===== src/rtl/apb_master.sv =====
// rtl/apb_master.sv - CPU request bus to APB bridge with four decoded slave selects
module apb_master #(
    parameter logic [31:0] BASE_ADDR = 32'h1000_0000,
    parameter int unsigned TIMEOUT   = 16
) (
    input  logic        PCLK,
    input  logic        PRESET,
    input  logic        transfer,
    input  logic        write,
    input  logic [31:0] addr,
    input  logic [31:0] wdata,
    output logic [31:0] rdata,
    output logic        ready,
    output logic        err,
    output logic [31:0] PADDR,
    output logic [31:0] PWDATA,
    output logic        PWRITE,
    output logic        PENABLE,
    output logic        PSEL0,
    output logic        PSEL1,
    output logic        PSEL2,
    output logic        PSEL3,
    input  logic [31:0] PRDATA0,
    input  logic [31:0] PRDATA1,
    input  logic [31:0] PRDATA2,
    input  logic [31:0] PRDATA3,
    input  logic        PREADY0,
    input  logic        PREADY1,
    input  logic        PREADY2,
    input  logic        PREADY3
);

    typedef enum logic [1:0] {
        IDLE   = 2'd0,
        SETUP  = 2'd1,
        ACCESS = 2'd2
    } state_t;

    // Last ACCESS cycle index before a non-responding slave is abandoned.
    localparam logic [7:0] CNT_LAST = 8'(TIMEOUT - 1);

    state_t      state_q, state_d;
    logic [31:0] paddr_q, paddr_d;
    logic [31:0] pwdata_q, pwdata_d;
    logic        pwrite_q, pwrite_d;
    logic [3:0]  psel_q, psel_d;
    logic        sel_valid_q, sel_valid_d;
    logic [7:0]  cnt_q, cnt_d;

    logic        hit;
    logic [3:0]  dec_sel;
    logic        sel_ready;
    logic [31:0] sel_rdata;

    // Address decode of the incoming CPU request: 4 KiB slots above BASE_ADDR.
    always_comb begin
        hit     = (addr[31:14] == BASE_ADDR[31:14]);
        dec_sel = 4'b0000;
        if (hit) begin
            dec_sel[addr[13:12]] = 1'b1;
        end
    end

    // Pick the response of the slave latched for the current transfer only.
    always_comb begin
        sel_ready = 1'b0;
        sel_rdata = '0;
        case (paddr_q[13:12])
            2'd0: begin sel_ready = PREADY0; sel_rdata = PRDATA0; end
            2'd1: begin sel_ready = PREADY1; sel_rdata = PRDATA1; end
            2'd2: begin sel_ready = PREADY2; sel_rdata = PRDATA2; end
            default: begin sel_ready = PREADY3; sel_rdata = PRDATA3; end
        endcase
    end

    // Completion decision during ACCESS: miss, slave ready, or timeout.
    always_comb begin
        ready = 1'b0;
        err   = 1'b0;
        rdata = '0;
        if (state_q == ACCESS) begin
            if (!sel_valid_q) begin
                ready = 1'b1;
                err   = 1'b1;
            end else if (sel_ready) begin
                ready = 1'b1;
                rdata = sel_rdata;
            end else if (cnt_q == CNT_LAST) begin
                ready = 1'b1;
                err   = 1'b1;
            end
        end
    end

    // Next-state logic; a new request is latched from IDLE or in the completion cycle.
    always_comb begin
        state_d     = state_q;
        paddr_d     = paddr_q;
        pwdata_d    = pwdata_q;
        pwrite_d    = pwrite_q;
        psel_d      = psel_q;
        sel_valid_d = sel_valid_q;
        cnt_d       = cnt_q;
        case (state_q)
            IDLE: begin
                if (transfer) begin
                    paddr_d     = addr;
                    pwdata_d    = wdata;
                    pwrite_d    = write;
                    psel_d      = dec_sel;
                    sel_valid_d = hit;
                    state_d     = SETUP;
                end
            end
            SETUP: begin
                state_d = ACCESS;
            end
            ACCESS: begin
                if (ready) begin
                    cnt_d = '0;
                    if (transfer) begin
                        paddr_d     = addr;
                        pwdata_d    = wdata;
                        pwrite_d    = write;
                        psel_d      = dec_sel;
                        sel_valid_d = hit;
                        state_d     = SETUP;
                    end else begin
                        psel_d      = 4'b0000;
                        sel_valid_d = 1'b0;
                        state_d     = IDLE;
                    end
                end else begin
                    cnt_d = cnt_q + 8'd1;
                end
            end
            default: begin
                psel_d      = 4'b0000;
                sel_valid_d = 1'b0;
                cnt_d       = '0;
                state_d     = IDLE;
            end
        endcase
    end

    // State and APB request registers; reset aborts any transfer in flight.
    always_ff @(posedge PCLK or negedge PRESET) begin
        if (!PRESET) begin
            state_q     <= IDLE;
            paddr_q     <= '0;
            pwdata_q    <= '0;
            pwrite_q    <= 1'b0;
            psel_q      <= 4'b0000;
            sel_valid_q <= 1'b0;
            cnt_q       <= '0;
        end else begin
            state_q     <= state_d;
            paddr_q     <= paddr_d;
            pwdata_q    <= pwdata_d;
            pwrite_q    <= pwrite_d;
            psel_q      <= psel_d;
            sel_valid_q <= sel_valid_d;
            cnt_q       <= cnt_d;
        end
    end

    assign PADDR   = paddr_q;
    assign PWDATA  = pwdata_q;
    assign PWRITE  = pwrite_q;
    assign PENABLE = (state_q == ACCESS);
    assign PSEL0   = psel_q[0];
    assign PSEL1   = psel_q[1];
    assign PSEL2   = psel_q[2];
    assign PSEL3   = psel_q[3];

endmodule


===== config.mk =====
export PLATFORM = sky130hd
export DESIGN_NAME = apb_master
export DESIGN_NICKNAME = d
export VERILOG_FILES = /design/src/rtl/apb_master.sv
export SDC_FILE = /design/constraint.sdc
export NUM_CORES = 1
export LEC_CHECK = 0
export ABC_AREA = 1
export BUFFER_PORTS_ARGS = -buffer_cell sky130_fd_sc_hd__buf_2
export CORE_AREA = 2 2 117 119
export DETAILED_ROUTE_END_ITERATION = 6
export DIE_AREA = 0 0 119 121
export PLACE_DENSITY_LB_ADDON = 0.15
export SLEW_MARGIN = 20
export SYNTH_ARGS = -nofsm -noshare
export SYNTH_HDL_FRONTEND = slang
export SYNTH_SLANG_ARGS = --single-unit

===== constraint.sdc =====
create_clock -name PCLK -period 2 [get_ports PCLK]
set_clock_uncertainty 0.05 [all_clocks]
set_input_delay 0.1 -clock PCLK [delete_from_list [all_inputs] [get_ports PCLK]]
set_output_delay 0.1 -clock PCLK [all_outputs]
set_load 0.03 [all_outputs]

==> impl_results.md, run 1 <==
* Placer Congestion at 0.805
* RSZ-0062 raised after global routing: yes
* DIE WIDTH at 119 um
* Comb pwr share at 31.6%
* Post-DP HPWL at 11.4 mm
* Post-synthesis sequential area ratio at 48.4%
* Clk root buf: clkbuf_16
* Max Freq at 0.496 GHz
* CTS tree: yes
* Area growth syn-to-layout at 75.7%
* Setup CP Type: reg -> out
* Internal at 3.46 mW
* I/O Pins at 304
* Clk sink count at 80
* Post-layout util at 55.5%
* Clock share of power at 31.8%
* Synthesized flop and latch total at 80
* Worst hold path depth at 3
* Critical path's slowest cell: a221oi_1
* Mapped cell area at 4140 sq um
* Worst-Margin Slew at 557 ps
* CP delay by family, top: buffers and inverters
* Port buffer count at 303
* Critical Path Source: PADDR[13]$_DFFE_PN0P_
* DR vias/cell at 4.56
* CP Launch Type: flop
* DRC Markers at 0
* Most Frequent Cell on Critical Path: buf_6
* Reg-to-reg slack, setup at 120 ps
* Setup violations, final at 1
* First-pass GRT wire length at 24.7 mm
* Max Root-Sink Buffers at 2
* Max-cap violations at 0
* Detailed Route Iter0 Violations at 219
* Total gr overflow at 0
* Die footprint at 14,400 sq um
* Largest net degree at the start of global routing at 71
* Critical path required time at 1850 ps
* Yosys Warn Count at 0
* Reg2Reg Depth at 10
* Lkg Pwr at 4.06 nW
* Synth Instances at 570
* Netlist cell types at 23
* Rel. slew slack at 62.9%
* Register clock-pin slew on the reported worst setup and hold paths at 60 ps
* Worst hold path type: in -> reg
* VDD IR-drop max at 443 uV
* Synth Net Count at 771
* Status: finished with violations
* Reg-to-reg startpoint: cnt_q[0]$_DFFE_PN0N_
* Final worst slack at -14.7 ps
* Seq pwr share at 36.6%
* Final min period at 2010 ps
* Num rows at 42
* Area of the core at 13,100 sq um
* Hold_ws at 25.6 ps
* Post-route clock period utilization at 101%
* Setup_tns at -14.7 ps
* Hold Crit Endpoint: PADDR[29]$_DFFE_PN0P_
* Pwr Density at 713 nW/um^2
* Sw power at 1.72 mW
* Clock Latency Late Sink at 330 ps
* Avg Inst Size Synth at 7.26 sq um
* Vias in the first global route at 5,011
* Critical Path Fanout Max at 32
* NumNets Final at 1,144
* H-tree depth at 3
* Crit path DAT at 1860 ps
* Die height at 121 um
* Starting Density at 31.6%
* DRT Pass-1 Iters at 5
* Worst Setup End Kind: primary output
* Final WL at 16.6 mm
* # diodes at 0
* Inserted Clock Buffers at 9
* Worst hold start: addr[29]
* Gr usage total at 21.4%
* WP buf/inv at 4
* Fraction of layout cells with a size suffix above 1 at 39.5%
* Sw frac at 33.2%
* CP Cell Sequence: buf_6, nand2_2, inv_1, buf_4, a221oi_1, nor2_4, buf_6
* Failing checks: setup timing
* Pins Over Slew Limit at 0
* Vias at 5,124
* Initial antenna violation count at 0
* Final Hold Viols at 0
* Reg2reg end: PWDATA[7]$_DFFE_PN0P_
* WL per Instance at 14.8 um
* DRT antenna net count at 0
* Largest stage delay, worst path at 460 ps
[registers in the layout, summed over array words and instances, names as in the netlist]
signal and count:
PADDR 32, PWDATA 32, cnt_q 8, psel_q 4
state_q 2, PWRITE 1, sel_valid_q 1
[cells in the mapped netlist, drive strengths merged]
library cell | count | area [sq um]
nand3 | 8 | 52.6
o22ai | 4 | 25.0
a221oi | 32 | 280
buf | 16 | 80.1
clkbuf | 12 | 45.0
xnor2 | 1 | 8.76
nor2 | 54 | 208
dfrtp | 80 | 2000
o21ai | 12 | 60.1
ha | 1 | 12.5
or2 | 1 | 6.26
nand4 | 1 | 6.26
nor3 | 6 | 30.0
nand2 | 313 | 1180
a21oi | 1 | 5.00
inv | 23 | 86.3
xor2 | 4 | 35.0
a31o | 1 | 8.76
[worst reg2reg max path, delay by kind of cell, from the launching register on]
family | cells | cell delay [ps]
DFF | 1 | 400
buffers and inverters | 2 | 360
and+or+nand+nor | 7 | 730
adders and majority gates | 1 | 230
[power by group through the flow]
stage	Combinational, mW	Clock, mW	Sequential [mW]
2_1_floorplan	0.495	0	2.27
3_3_place_gp	1.45	0	1.91
3_5_place_dp	1.46	0	1.91
4_1_cts	1.58	1.70	1.89
5_1_grt	1.78	1.76	1.91
6_report	1.64	1.65	1.89
[worst max path at each step]
stage	endpoint	cells after the start	slack [ps]
2_1_floorplan	rdata[10]	8	4
3_3_place_gp	psel_q[2]$_DFFE_PN0P_	10	80
3_5_place_dp	psel_q[3]$_DFFE_PN0P_	10	30
4_1_cts	rdata[8]	9	-30
5_1_grt	rdata[30]	9	-120
6_report	rdata[20]	7	-10
[logic make-up (layout without fill, tap and decap cells)]
logic type,Yosys count,after routing,synth area share [%]
compound gates,50,50,9.17
flops,80,80,48.4
fa+ha+maj,1,1,0.302
simple gates,383,383,36.0
xor+xnor,5,5,1.06
buf+inv,51,429,5.11
[cell usage in the layout (no fill, tap or decap)]
cell | synthesis | final
nand2_1 | 311 | 308
buf_2 | 16 | 269
dfrtp_1 | 80 | 80
dlygate4sd3_1 | 0 | 65
nor2_1 | 52 | 31
buf_4 | 0 | 31
a221oi_1 | 32 | 27
inv_1 | 22 | 22
nor2_2 | 2 | 17
buf_6 | 0 | 16
o21ai_0 | 12 | 11
clkbuf_16 | 0 | 11
nand3_1 | 7 | 7
nor2_4 | 0 | 6
nor3_1 | 6 | 6
buf_12 | 0 | 6
a221oi_2 | 0 | 5
xor2_1 | 4 | 4
o22ai_1 | 4 | 4
nand2_2 | 1 | 3
clkbuf_1 | 12 | 3
nand2_4 | 1 | 2
clkbuf_8 | 0 | 2
o21ai_1 | 0 | 1
or2_1 | 1 | 1
a21oi_1 | 1 | 1
nand3_4 | 1 | 1
inv_2 | 1 | 1
xnor2_1 | 1 | 1
nand4_1 | 1 | 1
a31o_2 | 1 | 1
ha_1 | 1 | 1
clkinvlp_4 | 0 | 1
bufinv_16 | 0 | 1
buf_16 | 0 | 1
[layer usage]
layer  vias up  wire length [um]  share of wire, %  GRT usage (%)
met5         -                 0                 0              0
li1       2555                 -                 -              -
met4         0               251               1.5           6.25
met1      2340              6620                40           25.5
met2       213              8500                51           38.4
met3        16              1210               7.3           5.17
[metrics by stage]
stage	cell area, sq um	setup slack (ps)	cells	power, mW
2_1_floorplan	4140	3.80	570	2.76
3_3_place_gp	5940	77.7	1035	3.36
3_5_place_dp	5940	25.9	1035	3.37
4_1_cts	7050	-34.6	1119	5.16
5_1_grt	7270	-124	1124	5.46
6_report	7270	-14.7	1124	5.18
[repair_timing]
item	in CTS	in global routing
resized for setup	41	43
hold buffers	65	0
pin swaps	2	4
buffers inserted	2	2
setup endpoints to repair	32	96
endpoints found under the hold margin	104	0
gates cloned	1	3
[area by class of cell]
type | count | area (sq um)
fill | 1230 | 5820
timing repair buffer | 390 | 2610
inverter | 23 | 86.3
tap | 176 | 220
clock buffer | 14 | 264
clock inverter | 2 | 37.5
multi-input combinational | 439 | 2050
sequential | 80 | 2000
Note: power is estimated with default switching activity, not from simulation.
==> inputs of run 2 (changes only) <==
Settings changed: ABC_AREA 1 to 0, CORE_AREA 2 2 117 119 to 2 2 118 120, DIE_AREA 0 0 119 121 to 0 0 120 122.
==> run 2 against run 1 <==
The run still ends with setup timing left. Non-clock buffer count grew 10. Cell area up 6.2%. Sequential power increased by 3%. Total power increased by 4.5%. Routed wire length down 3.6%. Via count shrank 19%. Area after synthesis increased by 5.3%. Maximum frequency fell by 5.3%. Highest routed layer unchanged.
==> impl_results.md, run 2 <==
* Vias in the first global route at 4,287 (was 5,011)
* Status: finished with violations (unchanged)
* VDD IR-drop max at 503 uV (was 443 uV)
* Final Power at 5.41 mW (was 5.18 mW)
* Post-route clock period utilization at 106% (was 101%)
* Clk root buf: clkbuf_16 (unchanged)
* WP buf/inv at 2 (was 4)
* Ys flop type: dfrtp_1 (unchanged)
* First-pass GRT wire length at 22.7 mm (was 24.7 mm)
* Dpl ws at -41.0 ps (was 25.9 ps)
* Synthesized flop and latch total at 80 (unchanged)
* CP Launch Type: flop (unchanged)
* Most Frequent Cell on Critical Path: buf_6 (unchanged)
* DRC Markers at 0 (unchanged)
* Post-synth EDFFs at 0 (unchanged)
* Critical path's slowest cell: mux4_2 (was a221oi_1)
* Fill cell count at 1,146 (was 1,230)
* Vias at 4,128 (was 5,124)
* Worst hold path depth at 2 (was 3)
* Commonest non-fill, non-tap cell in the layout: buf_2 (was nand2_1)
* DRT antenna net count at 0 (unchanged)
* Critical Path Fanout Max at 4 (was 32)
* Worst Setup End Kind: primary output (unchanged)
* Failing checks: setup timing (unchanged)
* Top sig layer: met4 (unchanged)
* Port buffer count at 303 (unchanged)
* Lkg Pwr at 3.75 nW (was 4.06 nW)
* H-tree depth at 3 (unchanged)
* Num rows at 43 (was 42)
* Routed met1 length at 6.06 mm (was 6.62 mm)
* I/O Pins at 304 (unchanged)
* Final worst slack at -127 ps (was -14.7 ps)
* Area contributors post-synth: dfrtp_1 (46%), mux4_2 (17%), mux2_4 (13%), mux2_2 (6.7%), nor2b_1 (4.6%) (was dfrtp_1 (48%), nand2_1 (28%), a221oi_1 (6.8%), nor2_1 (4.7%), inv_1 (2.0%))
* Avg Inst Size Synth at 14.8 sq um (was 7.26 sq um)
* Final cell count without fillers at 870 (was 1,124)
* Mapped cell area at 4360 sq um (was 4140 sq um)
* Area of the core at 13,500 sq um (was 13,100 sq um)
* Synth Instances at 294 (was 570)
* Detailed Route Iter0 Violations at 138 (was 219)
* Fraction of layout cells with a size suffix above 1 at 68.9% (was 39.5%)
* Gr usage total at 20.4% (was 21.4%)
* Clock Latency Late Sink at 330 ps (about the same)
* Post-synthesis sequential area ratio at 46.0% (was 48.4%)
* Worst hold start: transfer (was addr[29])
* Synth top area share at 46.0% (was 48.4%)
* Final min period at 2130 ps (was 2010 ps)
* Multi-input gate area at 2400 sq um (was 2050 sq um)
* Area post-placement at 6200 sq um (was 5940 sq um)
* DIE WIDTH at 120 um (was 119 um)
* Reg-to-reg slack, setup at -110 ps (was 120 ps)
* Register clock-pin slew on the reported worst setup and hold paths at 60 ps (about the same)
* CP delay by family, top: multiplexers (was buffers and inverters)
* Reg-to-reg startpoint: PADDR[12]$_DFFE_PN0P_ (was cnt_q[0]$_DFFE_PN0N_)
* Post-DP HPWL at 11.2 mm (was 11.4 mm)
* Total gr overflow at 0 (unchanged)
* Reg2reg end: PADDR[29]$_DFFE_PN0P_ (was PWDATA[7]$_DFFE_PN0P_)
* Top-count cell post-synth: dfrtp_1 (was nand2_1)
* CP Cell Sequence: mux4_2, buf_6, nand3b_1, a21oi_2, buf_6 (was buf_6, nand2_2, inv_1, buf_4, a221oi_1, nor2_4, buf_6)
* CTS tree: yes (unchanged)
* Inserted Clock Buffers at 9 (unchanged)
* Starting Density at 32.3% (was 31.6%)
* Yosys Warn Count at 0 (unchanged)
* NumNets Final at 886 (was 1,144)
* Worst hold path type: in -> reg (unchanged)
* Final Hold Viols at 0 (unchanged)
* Largest stage delay, worst path at 540 ps (was 460 ps)
* Setup CP Type: reg -> out (unchanged)
* Max Root-Sink Buffers at 2 (unchanged)
* Met2 WL post-DR at 8.43 mm (was 8.50 mm)
* Highest-count cells in the layout ignoring fill and taps: buf_2 (268), dfrtp_1 (79), dlygate4sd3_1 (66) (was nand2_1 (308), buf_2 (269), dfrtp_1 (80))
* Max-cap violations at 0 (unchanged)
* Pins Over Slew Limit at 0 (unchanged)
* Clk sink count at 80 (unchanged)
* Largest net degree at the start of global routing at 43 (was 71)
* Area growth syn-to-layout at 77.2% (was 75.7%)
* Critical path required time at 1850 ps (about the same)
* Cell accounting for the most synthesized area: dfrtp_1 (unchanged)
* Placer Congestion at 0.777 (was 0.805)
* Synth async-reset ratio at 100% (unchanged)
* Die footprint at 14,600 sq um (was 14,400 sq um)
* Worst-Margin Slew at 554 ps (was 557 ps)
* WL met3 at 1.18 mm (was 1.21 mm)
* Netlist cell types at 35 (was 23)
* Max Freq at 0.470 GHz (was 0.496 GHz)
* Crit path DAT at 1980 ps (was 1860 ps)
* DR vias/cell at 4.74 (was 4.56)
* Design area at 7720 sq um (was 7270 sq um)
* Reg2Reg Depth at 5 (was 10)
* Synth Net Count at 495 (was 771)
* RSZ-0062 raised after global routing: yes (unchanged)
* Setup violations, final at 99 (was 1)
* DRT Pass-1 Iters at 4 (was 5)
* Final WL at 16.0 mm (was 16.6 mm)
* WL per Instance at 18.4 um (was 14.8 um)
* DP Cell Count at 777 (was 1,035)
* Die height at 122 um (was 121 um)
* Pwr Density at 701 nW/um^2 (was 713 nW/um^2)
* Rel. slew slack at 63.1% (was 62.9%)
* Initial antenna violation count at 1 (was 0)
* Synth cell count leaders: dfrtp_1 (80), mux2_4 (39), mux4_2 (33) (was nand2_1 (311), dfrtp_1 (80), nor2_1 (52))
* Sequential Area at 2000 sq um (about the same)
* Hold Crit Endpoint: state_q[0]$_DFFE_PN0P_ (was PADDR[29]$_DFFE_PN0P_)
## run 2: cell count changes after synthesis, moves of 5 or more
cell,previous run,this run
a21oi_1,1,7
nor3_1,6,1
inv_1,22,3
buf_2,16,3
buf_6,0,6
nand2_1,311,3
mux2_4,0,39
nor2_1,52,0
nor2b_1,0,32
mux2_2,0,26
a221oi_1,32,0
o21ai_0,12,7
mux4_2,0,33
## run 2: timing repair
| item | 4_1_cts | 5_1_grt |
|---|---|---|
| cloned | 4 | 6 |
| hold endpoints to repair | 107 | 0 |
| hold buffers | 66 | 0 |
| gates resized for setup | 59 | 43 |
| setup buffers | 2 | 0 |
| setup endpoints to repair | 92 | 108 |
| pin swaps | 2 | 2 |
## run 2: where the power goes
part / switching [mW] / total (mW) / internal [mW]
clock: 0.668 / 1.61 / 0.943
sequential: 0.118 / 1.94 / 1.82
combinational: 0.905 / 1.86 / 0.956
total: 1.69 / 5.41 / 3.72
## run 2: layout make-up
class                      instances  share of cell area, %
clock buffer                      12                   3.45
tap                              180                   2.92
multi-input combinational        191                   31.1
sequential                        80                   26.0
clock inverter                     3                  0.324
timing repair buffer             400                   36.1
antenna                            1                 0.0324
inverter                           3                  0.146
## run 2: metrics by stage
step           utilization (%)  TNS (ps)  hold slack (ps)
2_1_floorplan                -    -21370             -246
3_3_place_gp              45.9     -1.00             76.0
3_5_place_dp              45.9     -1280             75.2
4_1_cts                   55.2     -9080              152
5_1_grt                   57.1    -15040              144
6_report                  57.2     -8160              164
## run 2: logic make-up (layout without fill, tap and decap cells)
family | after synthesis | in the layout | share of synthesized area [%]
compound gates | 29 | 29 | 4.22
flops | 80 | 80 | 46.0
fa+ha+maj | 1 | 1 | 0.287
mux | 99 | 99 | 37.5
other cells | 0 | 1 | 0
simple gates | 59 | 60 | 8.47
buf+inv | 24 | 418 | 3.19
xor+xnor | 2 | 2 | 0.402
## run 2: how the worst max path moves through the flow
stage,startpoint,endpoint,slack (ps),cells past startpoint
after floorplan,PADDR[12]$_DFFE_PN0P_,PADDR[12]$_DFFE_PN0P_,-340,7
after global placement,PADDR[12]$_DFFE_PN0P_,PADDR[2]$_DFFE_PN0P_,-0.5,5
after detailed placement,PADDR[12]$_DFFE_PN0P_,PADDR[15]$_DFFE_PN0P_,-40,5
after CTS,PADDR[12]$_DFFE_PN0P_,err,-150,5
after global routing,PADDR[12]$_DFFE_PN0P_,err,-200,5
final,PADDR[12]$_DFFE_PN0P_,err,-130,5
## run 2: routing by layer
metal	up-vias	GRT usage, %
met3	22	5.85
met2	199	36.6
met5	-	0
li1	1904	-
met4	0	6.47
met1	2003	23.3
==> inputs of run 3 (changes only) <==
--- a/config.mk
+++ b/config.mk
@@ -7,7 +7,7 @@
 export LEC_CHECK = 0
-export ABC_AREA = 0
+export ABC_AREA = 1
 export BUFFER_PORTS_ARGS = -buffer_cell sky130_fd_sc_hd__buf_2
-export CORE_AREA = 2 2 118 120
+export CORE_AREA = 2 2 117 119
 export DETAILED_ROUTE_END_ITERATION = 6
-export DIE_AREA = 0 0 120 122
+export DIE_AREA = 0 0 119 121
 export PLACE_DENSITY_LB_ADDON = 0.15
==> constraint.sdc (replaced) <==
create_clock -name PCLK -period 2 [get_ports PCLK]
set_clock_uncertainty 0.05 [all_clocks]
set_input_delay 0.2 -clock PCLK [delete_from_list [all_inputs] [get_ports PCLK]]
set_output_delay 0.2 -clock PCLK [all_outputs]
set_load 0.03 [all_outputs]
==> run 3 against run 2 <==
The flow still finishes with violations (setup timing). Register-to-register slack improved by 260 ps. Sequential share of layout area is 1.1 points higher. Utilization is 0.57 points lower. Sequential power is 2% lower. Critical path depth increased by 5. Maximum frequency decreased by 3.3%. Clock power is 8% higher. Routed wire length is 6.9% higher. First-iteration DRC count up 78%. Hold slack got worse by 150 ps. Flip-flop and latch count did not move.
==> impl_results.md, run 3 (synthesis results as in run 1) <==
* Status: finished with violations (unchanged)
* Failing checks: setup timing (unchanged)
* Post-DP HPWL at 11.4 mm (was 11.2 mm)
* Inserted Clock Buffers at 9 (unchanged)
* Final WL at 17.1 mm (was 16.0 mm)
* NumNets Final at 1,114 (was 886)
* Dpl ws at -67.1 ps (was -41.0 ps)
* Setup violations, final at 32 (was 99)
* Starting Density at 31.6% (was 32.3%)
* Crit path DAT at 1950 ps (was 1980 ps)
* Placer Congestion at 0.810 (was 0.777)
* Worst hold path type: in -> reg (unchanged)
* DR vias/cell at 4.62 (was 4.74)
* Initial antenna violation count at 0 (was 1)
* H-tree depth at 3 (unchanged)
* Max Root-Sink Buffers at 2 (unchanged)
* Die height at 121 um (was 122 um)
* Detailed Route Iter0 Violations at 246 (was 138)
* Critical Path Fanout Max at 8 (was 4)
* Final Power at 5.49 mW (was 5.41 mW)
* Gr usage total at 21.1% (was 20.4%)
* # diodes at 0 (was 1)
* Post-route clock period utilization at 110% (was 106%)
* WL per Instance at 15.6 um (was 18.4 um)
* Fraction of layout cells with a size suffix above 1 at 48.1% (was 68.9%)
* Highest-count cells in the layout ignoring fill and taps: nand2_1 (288), buf_2 (268), dfrtp_1 (78) (was buf_2 (268), dfrtp_1 (79), dlygate4sd3_1 (66))
* Clk root buf: clkbuf_16 (unchanged)
* Worst Setup End Kind: primary output (unchanged)
* DIE WIDTH at 119 um (was 120 um)
* Setup CP Type: reg -> out (unchanged)
* Final Hold Viols at 0 (unchanged)
* CTS tree: yes (unchanged)
* RSZ-0062 raised after global routing: yes (unchanged)
* Area of the core at 13,100 sq um (was 13,500 sq um)
* Rel. slew slack at 61.6% (was 63.1%)
* DRT antenna net count at 0 (unchanged)
* Final worst slack at -199 ps (was -127 ps)
* Num rows at 42 (was 43)
* DRT Pass-1 Iters at 5 (was 4)
* Clk sink count at 80 (unchanged)
* Lkg Pwr at 4.09 nW (was 3.75 nW)
* Pwr Density at 741 nW/um^2 (was 701 nW/um^2)
* Area growth syn-to-layout at 79.0% (was 77.2%)
* Vias at 5,057 (was 4,128)
* Final min period at 2200 ps (was 2130 ps)
* Worst-Margin Slew at 576 ps (was 554 ps)
* First-pass GRT wire length at 24.2 mm (was 22.7 mm)
* VDD IR-drop max at 559 uV (was 503 uV)
* Largest net degree at the start of global routing at 71 (was 43)
* Total gr overflow at 0 (unchanged)
* Critical path required time at 1750 ps (was 1850 ps)
* Clock Latency Late Sink at 330 ps (about the same)
* Register clock-pin slew on the reported worst setup and hold paths at 60 ps (about the same)
* Max Freq at 0.455 GHz (was 0.470 GHz)
* Die footprint at 14,400 sq um (was 14,600 sq um)
* I/O Pins at 304 (unchanged)
* CP Launch Type: flop (unchanged)
* Port buffer count at 303 (unchanged)
* Commonest non-fill, non-tap cell in the layout: nand2_1 (was buf_2)
* DRC Markers at 0 (unchanged)
* Fill cell count at 1,179 (was 1,146)
* Vias in the first global route at 4,623 (was 4,287)
* Pins Over Slew Limit at 0 (unchanged)
* Max-cap violations at 0 (unchanged)
==> run 3: cell count changes in the layout (fill, tap and decap cells not counted), moves of 12 or more <==
cell | previous run | this run
nand2_1 | 3 | 288
mux2_4 | 39 | 0
nor2_4 | 0 | 16
nor2b_4 | 17 | 0
nor2b_1 | 15 | 0
inv_1 | 3 | 20
nor2_2 | 0 | 12
dlygate4sd3_1 | 66 | 16
a221oi_2 | 0 | 17
mux2_2 | 26 | 0
mux4_2 | 33 | 0
nor2_1 | 0 | 26
nand2_2 | 0 | 15
==> run 3: layout make-up <==
type,instances,area (sq um),share of cell area (%)
clock buffers,11,233,3.14
repair buffers,360,2410,32.5
multi-input cells,439,2360,31.9
flip-flops and latches,80,2000,27.1
well taps,176,220,2.97
inverters,23,95.1,1.28
clock inverters,5,81.3,1.10
==> run 3: metal layers <==
layer / vias to the layer above / share of wire [%] / wire length, um / global-route usage [%]
met5: - / 0 / 0 / 0
met4: 0 / 3.7 / 632 / 8.33
met3: 37 / 7.5 / 1280 / 5.50
met2: 228 / 48 / 8230 / 35.0
met1: 2285 / 41 / 6950 / 26.2
li1: 2507 / - / - / -
==> run 3: timing repair <==
action,in CTS,in global routing
cloned,1,8
hold buffers,16,0
pin swaps,3,20
resized for setup,68,104
endpoints found under the setup margin,34,41
setup buffers,7,10
hold endpoints to repair,55,0
==> run 3: critical path: stages (launching register included) <==
cell and delay, ps:
dfrtp_2 470, buf_6 150, inv_4 40, nor2_4 40
buf_6 120, clkbuf_16 170, nand2_2 60, nand2_1 60
a221oi_2 300, nor2_4 60, buf_6 140
==> run 3: per-stage QoR <==
step | setup TNS, ps | instances | hold slack (ps) | utilization, % | cell area, sq um
2_1_floorplan | -2890 | 570 | -146 | - | 4140
3_3_place_gp | -171 | 1037 | 190 | 45.5 | 5950
3_5_place_dp | -201 | 1037 | 195 | 45.5 | 5950
4_1_cts | -4660 | 1077 | 0.774 | 51.5 | 6740
5_1_grt | -6960 | 1094 | 7.96 | 56.6 | 7400
6_report | -3780 | 1094 | 12.3 | 56.6 | 7400
==> run 3: power by group <==
group / switching, mW / leakage (nW) / total, mW / internal (mW)
registers: 0.109 / 1.00 / 1.90 / 1.79
clock network: 0.642 / 0.150 / 1.74 / 1.09
logic: 1.12 / 2.93 / 1.85 / 0.731
==> run 3: final timing paths <==
kind	startpoint	end	slack, ps	depth (start not counted)
min in group asynchronous	PRESET	PADDR[5]$_DFFE_PN0P_	360	2
min reg2reg	PADDR[25]$_DFFE_PN0P_	PADDR[25]$_DFFE_PN0P_	420	2
max in group asynchronous	PRESET	PWRITE$_DFFE_PN0P_	970	3
min	wdata[30]	PWDATA[30]$_DFFE_PN0P_	10	3
max	PADDR[13]$_DFFE_PN0P_	rdata[23]	-200	10
max reg2reg	cnt_q[0]$_DFFE_PN0N_	PWDATA[21]$_DFFE_PN0P_	150	10
